==> config.mk <==
export PLATFORM = sky130hd
export DESIGN_NAME = mem_wb_stage
export DESIGN_NICKNAME = d
export VERILOG_FILES = /design/src/rtl/mem_wb_stage_pkg.sv /design/src/rtl/mem_wb_stage_load_align.sv /design/src/rtl/mem_wb_stage.sv
export SDC_FILE = /design/constraint.sdc
export NUM_CORES = 1
export LEC_CHECK = 0
export CAP_MARGIN = 10
export CORE_MARGIN = 2
export CORE_UTILIZATION = 30
export CTS_BUF_LIST = sky130_fd_sc_hd__clkbuf_4 sky130_fd_sc_hd__clkbuf_8
export DETAILED_ROUTE_END_ITERATION = 16
export MAX_ROUTING_LAYER = met4
export REMOVE_ABC_BUFFERS = 1
export SETUP_SLACK_MARGIN = 0.2
export SKIP_LAST_GASP = 1
export SLEW_MARGIN = 20
export SYNTH_ARGS = -nofsm -noshare
export SYNTH_HDL_FRONTEND = slang
export SYNTH_SLANG_ARGS = --single-unit
export TNS_END_PERCENT = 5
==> constraint.sdc <==
create_clock -name clk -period 4 [get_ports clk]
set_input_delay 0.6 -clock clk [delete_from_list [all_inputs] [get_ports clk]]
set_output_delay 0.6 -clock clk [all_outputs]
set_load 0.02 [all_outputs]
==> src/rtl/mem_wb_stage_pkg.sv <==
// Shared pipeline package: load-type encodings used by the ID, MEM and WB stages.
package mem_wb_stage_pkg;

    typedef enum logic [2:0] {
        LT_LW  = 3'd0,
        LT_LB  = 3'd1,
        LT_LBU = 3'd2,
        LT_LH  = 3'd3,
        LT_LHU = 3'd4
    } loadtype_e;

    localparam int unsigned XLEN = 32;
    localparam int unsigned REG_W = 5;

endpackage

==> src/rtl/mem_wb_stage_load_align.sv <==
// Little-endian load extraction: selects the byte/halfword and sign/zero extends.
module load_align
    import mem_wb_stage_pkg::*;
(
    input  logic [2:0]  loadtype,
    input  logic [1:0]  addr_lo,
    input  logic [31:0] memdata,
    output logic [31:0] data
);

    logic [31:0] shifted;
    logic [7:0]  byte_sel;
    logic [15:0] half_sel;

    always_comb begin
        shifted  = memdata >> {addr_lo, 3'b000};
        byte_sel = shifted[7:0];
        half_sel = addr_lo[1] ? memdata[31:16] : memdata[15:0];
        data     = memdata;
        case (loadtype)
            LT_LB:   data = {{24{byte_sel[7]}}, byte_sel};
            LT_LBU:  data = {24'd0, byte_sel};
            LT_LH:   data = {{16{half_sel[15]}}, half_sel};
            LT_LHU:  data = {16'd0, half_sel};
            default: data = memdata;
        endcase
    end

endmodule

==> src/rtl/mem_wb_stage.sv <==
// MEM/WB pipeline register with load alignment, $0 write suppression and retire counter.
module mem_wb_stage
    import mem_wb_stage_pkg::*;
#(
    parameter int CNT_W = 32
) (
    input  logic             clk,
    input  logic             rst,
    input  logic             stall,
    input  logic             flush,
    input  logic             in_valid,
    input  logic             in_regwrite,
    input  logic             in_memtoreg,
    input  logic [2:0]       in_loadtype,
    input  logic [1:0]       in_addr_lo,
    input  logic [31:0]      in_aluresult,
    input  logic [31:0]      in_memdata,
    input  logic [4:0]       in_writereg,
    output logic             RegWrite,
    output logic [4:0]       writereg,
    output logic [31:0]      writedata,
    output logic             wb_valid,
    output logic [CNT_W-1:0] retired
);

    logic [31:0]      load_data;
    logic             regwrite_d, regwrite_q;
    logic             wb_valid_d, wb_valid_q;
    logic [4:0]       writereg_d, writereg_q;
    logic [31:0]      writedata_d, writedata_q;
    logic [CNT_W-1:0] retired_d, retired_q;

    load_align u_load_align (
        .loadtype (in_loadtype),
        .addr_lo  (in_addr_lo),
        .memdata  (in_memdata),
        .data     (load_data)
    );

    always_comb begin
        regwrite_d  = regwrite_q;
        wb_valid_d  = wb_valid_q;
        writereg_d  = writereg_q;
        writedata_d = writedata_q;
        retired_d   = retired_q;
        if (wb_valid_q && !stall) begin
            retired_d = retired_q + CNT_W'(1);
        end
        if (flush) begin
            regwrite_d  = 1'b0;
            wb_valid_d  = 1'b0;
            writereg_d  = '0;
            writedata_d = '0;
        end else if (stall) begin
            // The held write already happened on the first WB cycle.
            regwrite_d = 1'b0;
        end else begin
            regwrite_d  = in_valid && in_regwrite && (in_writereg != 5'd0);
            wb_valid_d  = in_valid;
            writereg_d  = in_writereg;
            writedata_d = in_memtoreg ? load_data : in_aluresult;
        end
    end

    always_ff @(posedge clk) begin
        if (rst) begin
            regwrite_q  <= 1'b0;
            wb_valid_q  <= 1'b0;
            writereg_q  <= '0;
            writedata_q <= '0;
            retired_q   <= '0;
        end else begin
            regwrite_q  <= regwrite_d;
            wb_valid_q  <= wb_valid_d;
            writereg_q  <= writereg_d;
            writedata_q <= writedata_d;
            retired_q   <= retired_d;
        end
    end

    assign RegWrite  = regwrite_q;
    assign wb_valid  = wb_valid_q;
    assign writereg  = writereg_q;
    assign writedata = writedata_q;
    assign retired   = retired_q;

endmodule

# --- After elaboration in Yosys (flattened, before gate mapping) ---
# Cells that the tools add are included.
classes:
  n_addsub: 1
  shifts: 1
  eq_ne: 4
  n_reduce_logical: 7
  n_mux: 3
op_table:
  columns: ["op", "count"]
  rows:
  - ["$pmux W32 S4", 1]
  - ["$add A32 B1 Y32 const B", 1]
  - ["$mux W32", 1]
  - ["$shr A32 B5 Y8", 1]
  - ["$mux W16", 1]
  - ["$eq A3 B2 Y1 const B", 2]
  - ["$reduce_bool A5 Y1", 1]
  - ["$eq A3 B1 Y1 const B", 1]
  - ["$eq A3 B3 Y1 const B", 1]
  - ["$logic_and A1 B1 Y1", 3]
  - ["$reduce_or A3 Y1", 1]
  - ["$reduce_or A2 Y1", 1]
  - ["$logic_not A1 Y1", 1]
totals:
  output_inout_bits: 71
  wordCells: 21
  ff_bits: 71
  input_bits: 81

# --- Depth between registers and ports, before layout ---
# Gate-level depths: netlist (run 1).
depth:
  depth_word: 3
  ltp_mapped: 8
  ltp_nobuf: 5

# --- Hierarchy ---
# From an unflattened synthesis (run 1), not the netlist that was laid out.
hier_totals:
  hier_cells: 489
  area_unflattened_um2: 4106.4
by_module_without_submodules:
  columns: ["module", "seq_area_each_um2", "n_inst", "cells_per_inst", "area_per_inst_um2"]
  rows:
  - ["mem_wb_stage", 1421.4, 1, 364, 3181.8]
  - ["load_align", 0.0, 1, 125, 924.6]

# --- Worst setup path before layout (run 1) ---
# No wires, ideal clock.
synth_path:
  kind: "input -> register"
  from: "in in_addr_lo[1]"
  to: "reg writedata_q[12], in the netlist writedata[12]"
  setup_time_ps: 117
  n_path_buf: 1
  required_ps: 3883
  cell_stages: 6
  slack_ps: 1968
  t_arrival_ps: 1915
  path_cell_list: "buf_6 > mux4_2 > o21a_1 > o21ai_4 > nand3_1 > a22o_1"
synth_between:
  elab_chain_cells: 3
  elab_cells_between_ends: 4
  classes_between: "1 x shift; 3 x mux"
synth_rtl:
  columns: ["item", "line_no", "rtl"]
  rows:
  - ["start: declaration", "mem_wb_stage.sv:15", "input logic [1:0] in_addr_lo,"]
  - ["$shr A32 B5 Y8 / $mux W16 (equally long branches)", "mem_wb_stage_load_align.sv:16, mem_wb_stage_load_align.sv:18", null]
  - ["$pmux W32 S4 (*)", "mem_wb_stage_load_align.sv:20", "case (loadtype)"]
  - ["$mux W32 (*)", "mem_wb_stage.sv:61", "writedata_d = in_memtoreg ? load_data : in_aluresult;"]
  - ["end signal: assignment", "mem_wb_stage.sv:76", "writedata_q <= writedata_d;"]
  - ["end: declaration", "mem_wb_stage.sv:30", "logic [31:0] writedata_d, writedata_q;"]
# Every way passes the cells marked *; elsewhere a longest branch is shown, timed or not.
# A chain may end at the register's enable or synchronous reset.

==> results of run 1 <==
==> metrics by stage <==
step / instance area [µm²] / hold WS, ns / power, mW
6_report: 5595 / 0.4585 / 1.656
5_1_grt: 5595 / 0.4885 / 1.724
4_1_cts: 5595 / 0.4676 / 1.672
3_5_place_dp: 5386 / 0.4501 / 1.058
3_3_place_gp: 5386 / 0.4393 / 1.056
2_1_floorplan: 3610 / 0.5368 / 0.8712
==> flip-flops by register name, indices dropped and copies added, names as in the netlist <==
signal / flops
retired: 32
writedata: 32
writereg: 5
RegWrite: 1
wb_valid: 1
==> area by class of cell <==
cell class,instances,area (µm²),area share [%]
clock inverters,5,63.81,1.140
well taps,168,210.2,3.757
clock buffers,11,145.1,2.594
repair buffers,158,1564,27.95
multi-input cells,342,2135,38.15
inverters,15,56.30,1.006
flip-flops and latches,71,1421,25.40
==> critical path: stages <==
cell	delay, ns
clkdlybuf4s50_1	0.63
buf_4	0.28
clkinv_1	0.56
nand2_1	0.78
o221ai_1	0.21
a21oi_1	0.17
==> where the power goes <==
group	internal (mW)	switching (mW)	total [mW]
clock	0.318	0.295	0.613
combinational	0.152	0.156	0.309
sequential	0.723	0.0118	0.735
==> cell families (layout without fill, tap and decap cells) <==
group | Yosys count | after routing | synth area share (%)
XOR/XNOR | 29 | 29 | 6.765
AND/OR/NAND/NOR | 157 | 157 | 20.73
adder cells (fa/ha/maj) | 2 | 2 | 0.5998
buffers and inverters | 48 | 189 | 5.365
AO/OA/AOI/OAI | 137 | 137 | 23.56
flip-flops | 71 | 71 | 37.85
multiplexers | 17 | 17 | 5.132
==> layer usage <==
| layer | vias up | part of all wire (%) | GRT usage [%] |
|---|---|---|---|
| met1 | 1906 | 45 | 24.45 |
| met2 | 150 | 45 | 31.23 |
| li1 | 1971 | - | - |
| met4 | 0 | 1.9 | 6.190 |
| met5 | - | 0 | - |
| met3 | 21 | 7.4 | 5.335 |
==> layout by cell type, fill, tap and decap left out, types with 6 or more instances in the layout <==
| cell type | n |
|---|---|
| inv_1 | 14 |
| a21oi_1 | 37 |
| nor3_1 | 12 |
| a22oi_1 | 17 |
| clkdlybuf4s50_1 | 151 |
| mux2_2 | 8 |
| buf_4 | 7 |
| clkbuf_8 | 10 |
| nand4b_1 | 7 |
| nand2_1 | 33 |
| nor2_1 | 48 |
| o21ai_0 | 34 |
| o221ai_1 | 18 |
| xnor2_1 | 21 |
| nor4_1 | 6 |
| nand3_1 | 19 |
| mux2i_1 | 8 |
| dfxtp_1 | 71 |
| xor2_1 | 8 |
| nand4_1 | 7 |
==> final timing paths <==
check             cells past startpoint  slack, ns                         end
setup / recovery                      6       1.03  writedata[25]$_SDFFE_PP0N_
hold / removal                        2       0.46   writedata[6]$_SDFFE_PP0N_
setup reg to reg                      5       1.90    retired[23]$_SDFFE_PP0P_
hold reg to reg                       2       0.46   writedata[6]$_SDFFE_PP0N_
==> results by group, run 1 <==
GRT
  – Gr usage total: between 10% and 20%
  – Vias in the first global route: 3,968
  – Initial antenna violation count: 0
  – Largest net degree at the start of global routing: 30
  – Grt ovf: 0
  – First-pass GRT wire length: 20,240 µm

Final layout
  – Fin util: 46.20%
  – Share of cells above drive strength 1: 6.146%
  – N_diodes: 0
  – # nets final: around 680
  – FILL cells: 1,204
  – Layout Cells excl Fill: 770
  – Layout area overhead: 49.02%

STA
  – Total negative slack: 0 ns
  – Fin crit share: 74.25%
  – Final setup vio count: 0
  – RSZ-0062 raised after global routing: false
  – Fin crit period: 2.970 ns
  – Skew final: 0.01201 ns
  – Slew Viols, Final: 0
  – Slew @ Worst Pin: 1.050 ns
  – Worst rel slew slack: 29.91%
  – Hold Vio Cnt, Final: 0
  – Max Fclk: around 0.34 GHz
  – PnR worst setup slack: between 1 and 1.5 ns

Die
  – Rows: 40
  – Starting density of the core: 31.00%
  – Core Area: approximately 0.012 mm²
  – Die footprint: 0.01343 mm²
  – I/O Pins: 152
  – Chip height: roughly 120 µm
  – Die X-Extent: 115.9 µm

Clock network
  – CTS root buffer: clkbuf_8
  – H-tree depth: 3
  – CTS tree: built
  – Clock buffer count from CTS: 9
  – Post-CTS setup buffers: 0
  – Worst-path clk slew: 0.07 ns
  – TritonCTS Sinks: 71
  – # hold bufs at CTS: 0
  – Worst skew pair latency: roughly 0.35 ns
  – # resized after CTS: 0
  – Clock buffer depth: 2

Pwr
  – Maximum VDD drop: 0.1599 mV
  – Leakage: 1.880 nW
  – PwrDens: 296.0 mW/mm²

Setup path
  – Crit-path max FO: 24
  – CP Launch Type: input port
  – RR Startpoint: retired[3]$_SDFFE_PP0P_
  – Worst EP required: 4.27 ns
  – Crit end category: register
  – Worst setup path start: stall
  – CP Class: in -> reg
  – Arr. time, crit path: approximately 3.2 ns

Outcome
  – Status: completed

Yosys
  – Number of enable flip-flop cells after synthesis: 0
  – Synth cell types: 49
  – Netlist Area Pre-Place: 0.003755 mm²
  – Area share of the largest cell type after synthesis: 37.85%
  – Yosys warns: 0
  – Ys flop type: dfxtp_1
  – Most frequent cell after synthesis: dfxtp_1
  – Synth top area cells: dfxtp_1 (38%), a21oi_1 (4.9%), nor2_1 (4.9%), xnor2_1 (4.9%), o21ai_0 (4.5%)
  – Most common library cells after synthesis: dfxtp_1 (71), nor2_1 (49), a21oi_1 (37)
  – Register bit total from synthesis: 71
  – Post-Syn Area per Cell: 8.145 µm²
  – Mapped Cells: 461
  – Asr flop ratio synth: 0%
  – Sequential fraction of the synthesis area: 37.85%
  – Dominant cell type by area after synthesis: dfxtp_1

Detailed routing
  – Router iterations before antenna repair: 4
  – Via Count: 4,048
  – Drt wl/cell: 16.53 µm
  – Routed Wire Length: between 10,000 and 15,000 µm
  – Post-route ant nets: 0
  – Drt drc: 0
  – Vias per cell: 5.257
  – Detailed Route Iter0 Violations: between 200 and 250

Min path
  – Hold crit path type: reg -> reg
  – Worst Hold Launch: writedata[6]$_SDFFE_PP0N_

Place
  – HPWL Detailed: between 9000 and 10,000 µm
  – Gpl congestion: 0.8261
  – Count of input and output buffers: approximately 150
  – Place WS: approximately 0.7 ns
  – Dpl cells: 754

Flow run
  – Max_cap viols: 0
(Power assumes the default switching activity.)
==> run 2, diff against run 1 <==
==> constraint.sdc (replaced) <==
create_clock -name clk -period 2.77 [get_ports clk]
set_input_delay 0.4155 -clock clk [delete_from_list [all_inputs] [get_ports clk]]
set_output_delay 0.4155 -clock clk [all_outputs]
set_load 0.02 [all_outputs]
==> run 2 against run 1 <==
Compared with the run above:
- wire length increased by 0.20%
- sequential share of layout area shrank 0.47 points
- cell area rose by 1.9%
- first-iteration DRC count increased by 1.8%
- largest power group unchanged
- combinational power increased by 48%
- power is 50% higher
- clock power grew 56%
- utilization is 0.87 points higher
- final cell count rose by 1.4%
==> results by group, run 2 (same netlist as run 1, synthesis figures left out) <==
Die
  – Die X-Extent: 115.9 µm (unchanged)
  – Die footprint: 0.01343 mm² (unchanged)
  – I/O Pins: 152 (unchanged)
  – Chip height: 115.9 µm (unchanged)
  – Starting density of the core: 31.00% (unchanged)
  – Rows: 40 (unchanged)
  – Core Area: 0.01211 mm² (unchanged)

Pwr
  – Seq pwr share: 42.8% (-1.6 points)
  – Switching power: 648.8 µW (+40%)
  – Clock share of power: 38.7% (+1.7 points)
  – Leakage: 1.942 nW (+3.3%)
  – Maximum VDD drop: 0.2371 mV (+48%)
  – Power Internal: 1.828 mW (+53%)
  – Switching portion of total power: 26.20% (-1.8 points)
  – Combinational share of power: 18.5% (about the same)
  – PwrDens: 434.5 mW/mm² (+47%)
  – Overall power: 2.477 mW (+50%)

Setup path
  – Worst setup path start: in_loadtype[0]
  – RR Startpoint: retired[10]$_SDFFE_PP0P_
  – Crit-path leading delay family: XOR/XNOR gates
  – CP max stage cell: xnor2_1
  – Critical Path Max Stage Delay: 0.81 ns (+0.03 ns)
  – CP Class: in -> reg
  – Reg-to-reg slack, setup: 0.76 ns (-1.14 ns)
  – Arr. time, crit path: 2.61 ns (-0.63 ns)
  – Crit end category: register
  – CP cell instances: clkdlybuf4s50_1 > nor2_1 > xnor2_1 > o21ai_0 > a211oi_1
  – CP Launch Type: input port
  – Worst Path Buf+Inv: 1 (-2)
  – Crit-path max FO: 12 (-50%)
  – Worst EP required: 3.03 ns (-1.24 ns)

Final layout
  – # nets final: 690 (+1.6%)
  – N_diodes: 0 (unchanged)
  – Layout area overhead: 51.82%
  – FILL cells: 1,201 (-0.25%)
  – Fin util: 47.07% (+0.87 points)
  – Commonest non-fill, non-tap cells in the layout: clkdlybuf4s50_1 (151), dfxtp_1 (71), nor2_1 (48)
  – Final instance area: 0.005700 mm² (+1.9%)
  – Commonest non-fill, non-tap cell in the layout: clkdlybuf4s50_1
  – Share of cells above drive strength 1: 7.830% (+1.7 points)

STA
  – Final setup vio count: 0 (unchanged)
  – Slew @ Worst Pin: 0.9771 ns (-0.07324 ns)
  – Slew Viols, Final: 0 (unchanged)
  – Fin crit period: roughly 2.3 ns
  – Worst rel slew slack: 34.40% (+4.5 points)
  – Fin crit share: 84.60%
  – Hold slack: 0.4694 ns (+0.01085 ns)
  – Skew final: 0.009238 ns (-0.002768 ns)
  – Max Fclk: 0.4267 GHz
  – RSZ-0062 raised after global routing: false
  – Total negative slack: 0 ns (unchanged)
  – Hold Vio Cnt, Final: 0 (unchanged)

Detailed routing
  – Drt drc: 0 (unchanged)
  – Routed Wire Length: 12,760 µm (+0.20%)
  – Router iterations before antenna repair: 4 (unchanged)
  – Vias per cell: 5.204 (-1.0%)
  – Detailed Route Iter0 Violations: 228 (+1.8%)
  – Via Count: 4,064 (+0.40%)
  – Post-route ant nets: 0 (unchanged)
  – Drt wl/cell: 16.33 µm (-1.2%)

Clock network
  – Post-CTS setup buffers: 0 (unchanged)
  – Worst skew pair latency: 0.35 ns (about the same)
  – # hold bufs at CTS: 0 (unchanged)
  – H-tree depth: 3 (unchanged)
  – CTS root buffer: clkbuf_8
  – Clock buffer count from CTS: 9 (unchanged)
  – Clock buffer depth: 2 (unchanged)
  – # resized after CTS: 0 (unchanged)
  – Worst-path clk slew: 0.08 ns (about the same)
  – CTS tree: built
  – TritonCTS Sinks: 71 (unchanged)

GRT
  – First-pass GRT wire length: 19,840 µm (-1.9%)
  – Grt ovf: 0 (unchanged)
  – Initial antenna violation count: 0 (unchanged)
  – Largest net degree at the start of global routing: 34 (+13%)
  – Gr usage total: 19.35% (-0.34 points)
  – Vias in the first global route: 3,877 (-2.3%)

Outcome
  – Status: completed

Place
  – DP Area: 0.005469 mm² (+1.5%)
  – HPWL Detailed: 9644 µm (+0.96%)
  – Count of input and output buffers: 151 (unchanged)
  – Gpl congestion: 0.8746 (+5.9%)

Min path
  – Worst Hold Launch: writedata[15]$_SDFFE_PP0N_
  – Hold crit path type: reg -> reg

Flow run
  – Max_cap viols: 0 (unchanged)
## run 2: cell count changes in the layout (fill, tap and decap cells not counted), sizes merged
cell / change
inv: -2
bufinv: +1
clkinvlp: +1
buf: +11
## run 2: worst paths after layout
check                                             endpoint  cells past startpoint
worst min-delay path            writedata[15]$_SDFFE_PP0N_                      2
worst min register to register  writedata[15]$_SDFFE_PP0N_                      2
worst max register to register    retired[31]$_SDFFE_PP0P_                      5
worst max-delay path             writedata[8]$_SDFFE_PP0N_                      5
## run 2: final cells by class
class | count | area [µm²] | share of cell area, %
Tap cell | 168 | 210.2 | 3.687
Inverter | 15 | 56.30 | 0.9877
Clock inverter | 5 | 80.08 | 1.405
Clock buffer | 11 | 151.4 | 2.656
Timing Repair Buffer | 169 | 1647 | 28.88
Sequential cell | 71 | 1421 | 24.93
Multi-Input combinational cell | 342 | 2135 | 37.45
## run 2: metrics by stage
| step | cells | setup WS [ns] |
|---|---|---|
| 3_3_place_gp | 765 | 0.2076 |
| 3_5_place_dp | 765 | 0.08508 |
| 5_1_grt | 781 | 0.2216 |
| 4_1_cts | 781 | 0.4667 |
| 2_1_floorplan | 428 | 0.9682 |
| 6_report | 781 | 0.4265 |
## run 2: power by group through the flow
stage / Combinational (mW) / Sequential, mW / Clock, mW
2_1_floorplan: 0.147 / 1.11 / 0
3_3_place_gp: 0.453 / 1.08 / 0
3_5_place_dp: 0.456 / 1.08 / 0
4_1_cts: 0.458 / 1.06 / 0.984
5_1_grt: 0.496 / 1.06 / 1.03
6_report: 0.458 / 1.06 / 0.959
## run 2: metal layers
layer	global-route usage, %	wire (µm)	share of wire (%)	vias up
li1	-	-	-	1985
met2	30.33	5862	46	174
met5	-	0	0	-
met4	7.698	267	2.1	0
met1	24.16	5635	44	1885
met3	4.446	991	7.8	20
## run 2: tightest hold or removal path: cells and delay by family (launching register included)
family          cells  cell delay [ns]
flops               1             0.34
compound gates      1             0.06
simple gates        1             0.05
==> run 3, diff against run 2 <==
==> constraint.sdc (replaced) <==
create_clock -name clk -period 2.3 [get_ports clk]
set_input_delay 0.345 -clock clk [delete_from_list [all_inputs] [get_ports clk]]
set_output_delay 0.345 -clock clk [all_outputs]
set_load 0.02 [all_outputs]
==> run 3 against run 2 <==
Compared with the run above:
- worst hold slack got worse by 0.0085 ns
- die area unchanged
- critical endpoint is now writedata[7]$_SDFFE_PP0N_
- register-to-register slack got worse by 0.14 ns
- sequential share of layout area decreased by 0.65 points
- non-clock buffer count increased by 15
- critical path depth unchanged
- sequential power increased by 21%
- clock power increased by 26%
- largest power group unchanged
==> results by group, run 3 (same netlist as run 1, synthesis figures left out) <==
Outcome
  – Status: completed

STA
  – Slew Viols, Final: 0 (unchanged)
  – Max Fclk: between 0.5 and 0.6 GHz
  – Slew @ Worst Pin: 0.5911 ns (-0.3859 ns)
  – Fin crit share: roughly 83%
  – RSZ-0062 raised after global routing: false
  – Fin crit period: slightly below 2 ns
  – Hold Vio Cnt, Final: 0 (unchanged)
  – Total negative slack: 0 ns (unchanged)
  – Skew final: 0.005275 ns (-0.003963 ns)
  – Final setup vio count: 0 (unchanged)
  – Worst rel slew slack: 60.45% (+26 points)

Final layout
  – Share of cells above drive strength 1: 10.03% (+2.2 points)
  – # nets final: 705 (+2.2%)
  – N_diodes: 0 (unchanged)
  – Commonest non-fill, non-tap cell in the layout: clkdlybuf4s50_1
  – Sequential Area: 0.001421 mm² (unchanged)
  – Area of the multi-input gates: 0.002135 mm² (unchanged)
  – Commonest non-fill, non-tap cells in the layout: clkdlybuf4s50_1 (151), dfxtp_1 (71), nor2_1 (48)
  – Layout Cells excl Fill: 796 (+1.9%)
  – Layout area overhead: 55.88%
  – FILL cells: 1,233 (+2.7%)

Clock network
  – Worst-path clk slew: 0.08 ns (about the same)
  – CTS root buffer: clkbuf_8
  – Clock buffer count from CTS: 9 (unchanged)
  – # resized after CTS: 0 (unchanged)
  – Clock buffer depth: 2 (unchanged)
  – Post-CTS setup buffers: 0 (unchanged)
  – TritonCTS Sinks: 71 (unchanged)
  – CTS tree: built
  – # hold bufs at CTS: 0 (unchanged)
  – Worst skew pair latency: 0.35 ns (about the same)
  – H-tree depth: 3 (unchanged)

Detailed routing
  – Routed Wire Length: 12,630 µm (-0.96%)
  – Via Count: 4,113 (+1.2%)
  – Drt drc: 0 (unchanged)
  – Vias per cell: 5.167 (-0.70%)
  – Router iterations before antenna repair: 4 (unchanged)
  – Detailed Route Iter0 Violations: 192 (-16%)
  – Post-route ant nets: 0 (unchanged)
  – Drt wl/cell: 15.87 µm (-2.8%)

Pwr
  – PwrDens: 524.4 mW/mm² (+21%)
  – Leakage: 2.036 nW (+4.9%)
  – Maximum VDD drop: 0.2334 mV (-1.5%)

Die
  – Starting density of the core: 31.00% (unchanged)
  – Die footprint: 0.01343 mm² (unchanged)
  – Rows: 40 (unchanged)
  – Core Area: 0.01211 mm² (unchanged)
  – Die X-Extent: 115.9 µm (unchanged)
  – Chip height: 115.9 µm (unchanged)
  – I/O Pins: 152 (unchanged)

Setup path
  – Arr. time, crit path: 2.16 ns (-0.45 ns)
  – Crit end category: register
  – CP Launch Type: input port
  – Worst EP required: 2.54 ns (-0.49 ns)
  – Crit-path leading delay family: compound AO/OA/AOI/OAI gates
  – Crit-path max FO: 8 (-4)
  – CP Class: in -> reg
  – Worst Path Buf+Inv: 1 (unchanged)
  – Critical Path Max Stage Delay: 0.48 ns (-0.33 ns)
  – CP max stage cell: nor2_1
  – CP cell instances: clkdlybuf4s50_1 > nor2_1 > a22o_1 > a311oi_1 > o311ai_0

Place
  – HPWL Detailed: 9824 µm (+1.9%)
  – Gpl congestion: 0.8579 (-1.9%)
  – Count of input and output buffers: 151 (unchanged)
  – Dpl cells: 780 (+2.0%)

GRT
  – First-pass GRT wire length: 19,550 µm (-1.5%)
  – Initial antenna violation count: 0 (unchanged)
  – Grt ovf: 0 (unchanged)
  – Gr usage total: 19.38% (+0.034 points)
  – Largest net degree at the start of global routing: 34 (unchanged)
  – Vias in the first global route: 3,923 (+1.2%)

Min path
  – Hold crit path type: reg -> reg

Flow run
  – Max_cap viols: 0 (unchanged)
-- run 3: report_power, final --
group	leakage [nW]	total (mW)	switching [mW]	internal, mW
registers	0.576	1.28	0.0205	1.26
logic	1.33	0.578	0.277	0.302
clock network	0.126	1.21	0.471	0.742
-- run 3: worst paths after layout --
kind,start,endpoint,slack [ns],depth (start not counted)
worst min register to register,writedata[3]$_SDFFE_PP0N_,writedata[3]$_SDFFE_PP0N_,0.46,2
worst min-delay path,writedata[3]$_SDFFE_PP0N_,writedata[3]$_SDFFE_PP0N_,0.46,2
worst max register to register,retired[10]$_SDFFE_PP0P_,retired[29]$_SDFFE_PP0P_,0.62,6
worst max-delay path,in_loadtype[0],writedata[7]$_SDFFE_PP0N_,0.38,5
-- run 3: per-layer routing --
layer / vias to the layer above / GRT usage (%) / routed length [µm]
met5: - / - / 0
met2: 159 / 30.33 / 5690
met4: 0 / 7.302 / 307
met1: 1906 / 23.93 / 5727
met3: 24 / 5.230 / 909
li1: 2024 / - / -
-- run 3: through the flow --
step                setup WS, ns  utilization [%]  power [mW]  area, µm²  hold WS, ns
floorplan                 0.5010                -       1.515       3610       0.4141
global placement         0.08582            46.29       1.881       5607       0.4472
detailed placement       0.03100            46.29       1.884       5607       0.4466
CTS                       0.4320            48.33       3.115       5853       0.4643
global route              0.3284            48.33       3.226       5853       0.5052
finish                    0.3796            48.33       3.070       5853       0.4609
-- run 3: worst reg2reg max path: cells and delay by family (launching register included) --
kind / cells / cell delay (ns)
AND/OR/NAND/NOR: 4 / 0.79
flip-flops: 1 / 0.42
buffers and inverters: 1 / 0.21
XOR/XNOR: 1 / 0.16
-- run 3: final cells by class --
| class | instances | area share [%] |
|---|---|---|
| multi-input cells | 342 | 36.47 |
| clock buffers | 14 | 3.185 |
| inverters | 15 | 0.9620 |
| well taps | 168 | 3.591 |
| repair buffers | 184 | 30.48 |
| clock inverters | 2 | 1.026 |
| flip-flops and latches | 71 | 24.28 |
